File: config.mk
export PLATFORM = sky130hd
export DESIGN_NAME = rom_arbiter_flat
export DESIGN_NICKNAME = d
export VERILOG_FILES = /design/src/rtl/rom_arb_pkg.sv /design/src/rtl/rom_arb_if.sv /design/src/rtl/rom_arb_rsp_slot.sv /design/src/rtl/rom_arbiter.sv /design/src/flat_wrapper.sv
export SDC_FILE = /design/constraint.sdc
export NUM_CORES = 1
export LEC_CHECK = 0
export BUFFER_PORTS_ARGS = -buffer_cell sky130_fd_sc_hd__buf_2
export CAP_MARGIN = 20
export CORE_MARGIN = 2
export CORE_UTILIZATION = 50
export CTS_BUF_LIST = sky130_fd_sc_hd__clkbuf_2 sky130_fd_sc_hd__clkbuf_4 sky130_fd_sc_hd__clkbuf_8
export CTS_CLUSTER_SIZE = 14
export DETAILED_ROUTE_END_ITERATION = 10
export PLACE_DENSITY = 0.86
export SLEW_MARGIN = 40
export SYNTH_ARGS = -nofsm -noshare
export SYNTH_HDL_FRONTEND = slang
export SYNTH_HIERARCHICAL = 1
export SYNTH_SLANG_ARGS = --single-unit
export TNS_END_PERCENT = 5
File: constraint.sdc
create_clock -name clk -period 3.1 [get_ports clk]
set_input_delay 0.62 -clock clk [delete_from_list [all_inputs] [get_ports clk]]
set_output_delay 0.62 -clock clk [all_outputs]
set_load 0.02 [all_outputs]
File: src/rtl/rom_arb_pkg.sv
// Shared constants and types for the two-port ROM arbiter.
// Port 0 serves instruction fetch, port 1 serves data loads.
package rom_arb_pkg;

  localparam int NUM_PORTS   = 2;
  localparam int PORT_IFETCH = 0;
  localparam int PORT_DLOAD  = 1;
  localparam int DEF_DWIDTH  = 32;

  typedef struct packed {
    logic                  valid;
    logic [DEF_DWIDTH-1:0] data;
  } rsp_t;

endpackage

File: src/rtl/rom_arb_if.sv
// Request/response handshake bundle between requesters and the arbiter.
// master = fetch/load side, slave = arbiter side.
interface rom_arb_if #(
  parameter int AWIDTH = 8,
  parameter int DWIDTH = 32
) ();
  import rom_arb_pkg::*;

  logic [NUM_PORTS-1:0] req_valid_i;
  logic [AWIDTH-1:0]    req_addr0_i;
  logic [AWIDTH-1:0]    req_addr1_i;
  logic [NUM_PORTS-1:0] req_ready_o;
  logic [NUM_PORTS-1:0] rsp_valid_o;
  logic [DWIDTH-1:0]    rsp_data0_o;
  logic [DWIDTH-1:0]    rsp_data1_o;
  logic [NUM_PORTS-1:0] rsp_ready_i;

  modport master (
    output req_valid_i, req_addr0_i, req_addr1_i, rsp_ready_i,
    input  req_ready_o, rsp_valid_o, rsp_data0_o, rsp_data1_o
  );

  modport slave (
    input  req_valid_i, req_addr0_i, req_addr1_i, rsp_ready_i,
    output req_ready_o, rsp_valid_o, rsp_data0_o, rsp_data1_o
  );

endinterface

File: src/rtl/rom_arb_rsp_slot.sv
// One-entry response holding register with valid/ready drain
// and a wrapping count of accepted grants.
module rom_arb_rsp_slot #(
  parameter int DWIDTH    = 32,
  parameter int CNT_WIDTH = 16
) (
  input  logic                 clk,
  input  logic                 rst_n,
  input  logic                 grant_i,
  input  logic [DWIDTH-1:0]    rdata_i,
  input  logic                 rsp_ready_i,
  output logic                 rsp_valid_o,
  output logic [DWIDTH-1:0]    rsp_data_o,
  output logic [CNT_WIDTH-1:0] cnt_o
);

  logic                 valid_q, valid_d;
  logic [DWIDTH-1:0]    data_q, data_d;
  logic [CNT_WIDTH-1:0] cnt_q, cnt_d;

  // A grant refills the slot even when it is being drained this cycle.
  always_comb begin
    valid_d = grant_i | (valid_q & ~rsp_ready_i);
    data_d  = grant_i ? rdata_i : data_q;
    cnt_d   = cnt_q + CNT_WIDTH'(grant_i);
  end

  always_ff @(posedge clk) begin
    if (!rst_n) begin
      valid_q <= 1'b0;
      data_q  <= '0;
      cnt_q   <= '0;
    end else begin
      valid_q <= valid_d;
      data_q  <= data_d;
      cnt_q   <= cnt_d;
    end
  end

  assign rsp_valid_o = valid_q;
  assign rsp_data_o  = data_q;
  assign cnt_o       = cnt_q;

endmodule

File: src/rtl/rom_arbiter.sv
// Round-robin sharing of one combinational ROM between the
// fetch (port 0) and load (port 1) requesters.
module rom_arbiter
  import rom_arb_pkg::*;
#(
  parameter int AWIDTH    = 8,
  parameter int DWIDTH    = 32,
  parameter int CNT_WIDTH = 16
) (
  input  logic                 clk,
  input  logic                 rst_n,
  rom_arb_if.slave             bus,
  output logic [AWIDTH-1:0]    mem_addr_o,
  input  logic [DWIDTH-1:0]    mem_rdata_i,
  output logic [CNT_WIDTH-1:0] grant_cnt0_o,
  output logic [CNT_WIDTH-1:0] grant_cnt1_o
);

  logic [NUM_PORTS-1:0] elig;
  logic [NUM_PORTS-1:0] grant;
  logic [NUM_PORTS-1:0] rsp_valid;
  logic                 last_q, last_d;

  // No grants while reset is held, so nothing is accepted then.
  always_comb begin
    elig = '0;
    if (rst_n) begin
      elig = bus.req_valid_i & (~rsp_valid | bus.rsp_ready_i);
    end
    grant = '0;
    grant[PORT_IFETCH] = elig[PORT_IFETCH] &
                         (~elig[PORT_DLOAD] | last_q);
    grant[PORT_DLOAD]  = elig[PORT_DLOAD] &
                         (~elig[PORT_IFETCH] | ~last_q);
  end

  always_comb begin
    last_d = last_q;
    unique case (1'b1)
      grant[PORT_IFETCH]: last_d = 1'b0;
      grant[PORT_DLOAD]:  last_d = 1'b1;
      default:            last_d = last_q;
    endcase
  end

  always_ff @(posedge clk) begin
    if (!rst_n) begin
      last_q <= 1'b1;
    end else begin
      last_q <= last_d;
    end
  end

  assign mem_addr_o = grant[PORT_DLOAD] ? bus.req_addr1_i
                                        : bus.req_addr0_i;
  assign bus.req_ready_o = grant;
  assign bus.rsp_valid_o = rsp_valid;

  rom_arb_rsp_slot #(
    .DWIDTH    (DWIDTH),
    .CNT_WIDTH (CNT_WIDTH)
  ) u_slot0 (
    .clk         (clk),
    .rst_n       (rst_n),
    .grant_i     (grant[PORT_IFETCH]),
    .rdata_i     (mem_rdata_i),
    .rsp_ready_i (bus.rsp_ready_i[PORT_IFETCH]),
    .rsp_valid_o (rsp_valid[PORT_IFETCH]),
    .rsp_data_o  (bus.rsp_data0_o),
    .cnt_o       (grant_cnt0_o)
  );

  rom_arb_rsp_slot #(
    .DWIDTH    (DWIDTH),
    .CNT_WIDTH (CNT_WIDTH)
  ) u_slot1 (
    .clk         (clk),
    .rst_n       (rst_n),
    .grant_i     (grant[PORT_DLOAD]),
    .rdata_i     (mem_rdata_i),
    .rsp_ready_i (bus.rsp_ready_i[PORT_DLOAD]),
    .rsp_valid_o (rsp_valid[PORT_DLOAD]),
    .rsp_data_o  (bus.rsp_data1_o),
    .cnt_o       (grant_cnt1_o)
  );

endmodule

File: src/flat_wrapper.sv
// flat-port wrapper written by rule: the top's interface ports become plain ports
module rom_arbiter_flat import rom_arb_pkg::*;
#(
  parameter int AWIDTH    = 8,
  parameter int DWIDTH    = 32,
  parameter int CNT_WIDTH = 16
)
  (clk, rst_n, mem_addr_o, mem_rdata_i, grant_cnt0_o, grant_cnt1_o, bus_req_valid_i, bus_req_addr0_i, bus_req_addr1_i, bus_rsp_ready_i, bus_req_ready_o, bus_rsp_valid_o, bus_rsp_data0_o, bus_rsp_data1_o);
  rom_arb_if #(.AWIDTH(AWIDTH), .DWIDTH(DWIDTH)) bus_i ();
  input  logic clk;
  input  logic rst_n;
  output logic [AWIDTH-1:0] mem_addr_o;
  input  logic [DWIDTH-1:0] mem_rdata_i;
  output logic [CNT_WIDTH-1:0] grant_cnt0_o;
  output logic [CNT_WIDTH-1:0] grant_cnt1_o;
  input wire logic [$bits(bus_i.req_valid_i)-1:0] bus_req_valid_i;
  input wire logic [$bits(bus_i.req_addr0_i)-1:0] bus_req_addr0_i;
  input wire logic [$bits(bus_i.req_addr1_i)-1:0] bus_req_addr1_i;
  input wire logic [$bits(bus_i.rsp_ready_i)-1:0] bus_rsp_ready_i;
  output wire logic [$bits(bus_i.req_ready_o)-1:0] bus_req_ready_o;
  output wire logic [$bits(bus_i.rsp_valid_o)-1:0] bus_rsp_valid_o;
  output wire logic [$bits(bus_i.rsp_data0_o)-1:0] bus_rsp_data0_o;
  output wire logic [$bits(bus_i.rsp_data1_o)-1:0] bus_rsp_data1_o;
  assign bus_i.req_valid_i = bus_req_valid_i;
  assign bus_i.req_addr0_i = bus_req_addr0_i;
  assign bus_i.req_addr1_i = bus_req_addr1_i;
  assign bus_i.rsp_ready_i = bus_rsp_ready_i;
  assign bus_req_ready_o = bus_i.req_ready_o;
  assign bus_rsp_valid_o = bus_i.rsp_valid_o;
  assign bus_rsp_data0_o = bus_i.rsp_data0_o;
  assign bus_rsp_data1_o = bus_i.rsp_data1_o;
  rom_arbiter #(.AWIDTH(AWIDTH), .DWIDTH(DWIDTH), .CNT_WIDTH(CNT_WIDTH)) u_core (.clk(clk), .rst_n(rst_n), .bus(bus_i), .mem_addr_o(mem_addr_o), .mem_rdata_i(mem_rdata_i), .grant_cnt0_o(grant_cnt0_o), .grant_cnt1_o(grant_cnt1_o));
endmodule
==> results.md <==
- Comb pwr share: 0.130
- Antenna violations before repair: 0
- Leakage Power: 2.37 nW
- Via density: 5.28
- GRT Total Usage: 0.224
- Total power: around 2.5 mW
- Layout cells sized above 1: 0.360
- Post-DP HPWL: 7250 um
- Clk pwr share: 0.335
- Outcome: complete, no violations
- Skew final: 0.00701 ns
- CTS HTree Levels: 3
- CTS max path bufs: 2
- CTS root buffer: clkbuf_8
- Post-Syn Instances: 401
- # Max-Cap Violations: 0
- Number of diodes: 0
- Sw Share: 0.261
- Placed cell count: 652
- Detail Route Antenna Nets: 0
- Critical Path Fanout Max: 9
- Vias in the first global route: ~3500
- Max Fclk: 0.400 GHz
- First-pass GRT wire length: ~16000 um
- DR pass1 iterations: 4
- # nets final: 621
- Total negative slack: 0 ns
- Post-CTS setup buffer count: 0
- RSZ-0062 raised after global routing: no
- Crit start category: input pin
- Final Max Slew Viols: 0
- Placement row count: 32
- Critical path arrival: 2.77 ns
- Chip width: about 94 um
- Worst path cell trace: buf_2, nand2b_1, and4b_1, nor3_2, ha_1, ha_1, nand4_4, or4_1, a21oi_1
- Slowest CP cell: or4_1
- Most frequent cells in the layout: 161 x buf_2, 99 x dfxtp_1, 73 x nor2_1
- Clk_lat worst skew: 0.35 ns
- Hold-fix buffers, CTS: 0
- Core area: 0.00777 mm2
- Fill cells: 620
- Final setup fails: 0
- Sequential fraction of the synthesis area: 0.494
- Vias: 3528
- PortBufs: between 150 and 200
- Chip Height: 93.6 um
- Total congestion overflow: 0
- Synth warnings: 6
- Post-cts gate resize count: 0
- Die ar.: 0.00876 mm2
- Psw: between 0.6 and 0.7 mW
- CTS clk-pin slew, worst paths: 0.09 ns
- Final WL: 9850 um
- CTS sink count: 99
- Area grow syn2layout: 27.7%
- Post-route DRC: 0
- Crit path top cell by count: ha_1
- TritonCTS Buffers: 9
- Syn Nets: 461
- Max-slew headroom: 0.601
- Critical path class: in -> reg
- Post-synth top area share: 0.494
- Routed length per placed instance: 14.7 um
- Finished Layout Cells: 668
- Final Hold Viols: 0
- Seq cells post-synth: 99
- Delay of the slowest cell on the worst path: 0.52 ns
- Setup slack, reg-to-reg: 0.69 ns
- Initial Util: 0.517
- Most common cell after layout, fill and taps aside: buf_2
- Fin crit period: 2.50 ns
- Top post-synthesis cells by area: dfxtp_1 49%, mux2i_1 18%, nor2_1 6.8%, mux2_2 2.2%, nand4_4 2.1%
- Iter 0 DRT Violations: 109
- Synthesized cell area: 0.00401 mm2
- Internal power: between 1.5 and 2 mW
- Least-Margin Pin Slew: 0.598 ns
- Hold WC Path Type: reg -> reg
- Worst VDD drop: 0.372 mV
- Io pins: 162
- Largest net degree at the start of global routing: 34
- Avg Cell Area, Syn: about 10 um2
- Routability-driven placement congestion ratio: 0.890
- Crit share post-route: 0.806
- TritonCTS clock tree: done
- Critical path capture point type: flop
- Worst Path Required: between 3 and 4 ns
- Netlist cell types: 30
- Cell taking the most area after synthesis: dfxtp_1
- Power per Cell Area: ~490 mW/mm2
- Sequential group share of total power: 0.534
final timing paths:
kind,startpoint,endpoint,cells past startpoint
setup / recovery,bus_rsp_ready_i[1],u_core/u_slot0/cnt_o[10],9
hold / removal,u_core/u_slot1/cnt_o[15],u_core/u_slot1/cnt_o[15],2
setup reg to reg,u_core/u_slot1/rsp_valid_o,u_core/u_slot0/cnt_o[10],8
hold reg to reg,u_core/u_slot1/cnt_o[15],u_core/u_slot1/cnt_o[15],2
critical path: cells and delay by family:
| family | cells | cell delay, ns |
|---|---|---|
| simple gates | 5 | 1.38 |
| compound gates | 1 | 0.18 |
| buf+inv | 1 | 0.11 |
| fa+ha+maj | 2 | 0.48 |
per-stage QoR:
stage	utilization	worst slack (ns)	hold slack, ns	instance area, um2
CTS	0.660	0.637	0.488	5130
global placement	0.634	0.359	0.465	4920
finish	0.660	0.600	0.481	5130
floorplan	-	0.0658	0.494	4010
global route	0.660	0.491	0.503	5130
detailed placement	0.634	0.270	0.475	4920
sequential cells by signal, summed over array words and instances, names as in the netlist:
name                        flops
u_core/u_slot0/rsp_data_o      32
u_core/u_slot1/rsp_data_o      32
u_core/u_slot0/cnt_o           16
u_core/u_slot1/cnt_o           16
u_core/last_q                   1
u_core/u_slot0/rsp_valid_o      1
u_core/u_slot1/rsp_valid_o      1
logic make-up after synthesis:
group,share of synthesized area
xor+xnor,0.0131
mux,0.202
compound gates,0.0517
simple gates,0.188
fa+ha+maj,0.0187
buf+inv,0.0327
flops,0.494
power by group through the flow:
stage	logic [mW]	registers, mW	clock network [mW]
global placement	0.319	1.37	0
global route	0.356	1.35	0.920
finish	0.328	1.34	0.842
detailed placement	0.329	1.37	0
CTS	0.330	1.34	0.865
floorplan	0.148	1.42	0
area by class of cell:
type	instances	area, um2	share of cell area
sequential	99	1980	0.387
multi-input combinational	270	1910	0.372
timing repair buffer	168	858	0.167
clock buffer	11	145	0.0283
tap	102	128	0.0249
clock inverter	5	60.1	0.0117
inverter	13	48.8	0.00952
cells in the mapped netlist (all sizes together):
master and count:
and4b 1, or4 8, nor2 73, mux2 8, buf 7, inv 11, o21ai 7, mux2i 72
nand3 8, xor2 4, and2 4, clkinv 2, o2111ai 1, ha 6, dfxtp 99, a21oi 16
nand2b 7, o31ai 8, xnor2 2, nand4 10, a31oi 1, or3 6, nor4 8, nor2b 1
nand2 18, clkbuf 12, nor3 1
per-layer routing:
metal	vias to the layer above	track usage	routed length [um]
met3	20	0.0612	513
li1	1715	-	-
met5	-	0	0
met2	119	0.399	5090
met4	0	0.0978	236
met1	1674	0.249	4010
No activity file was read; power rests on OpenSTA's default activity.
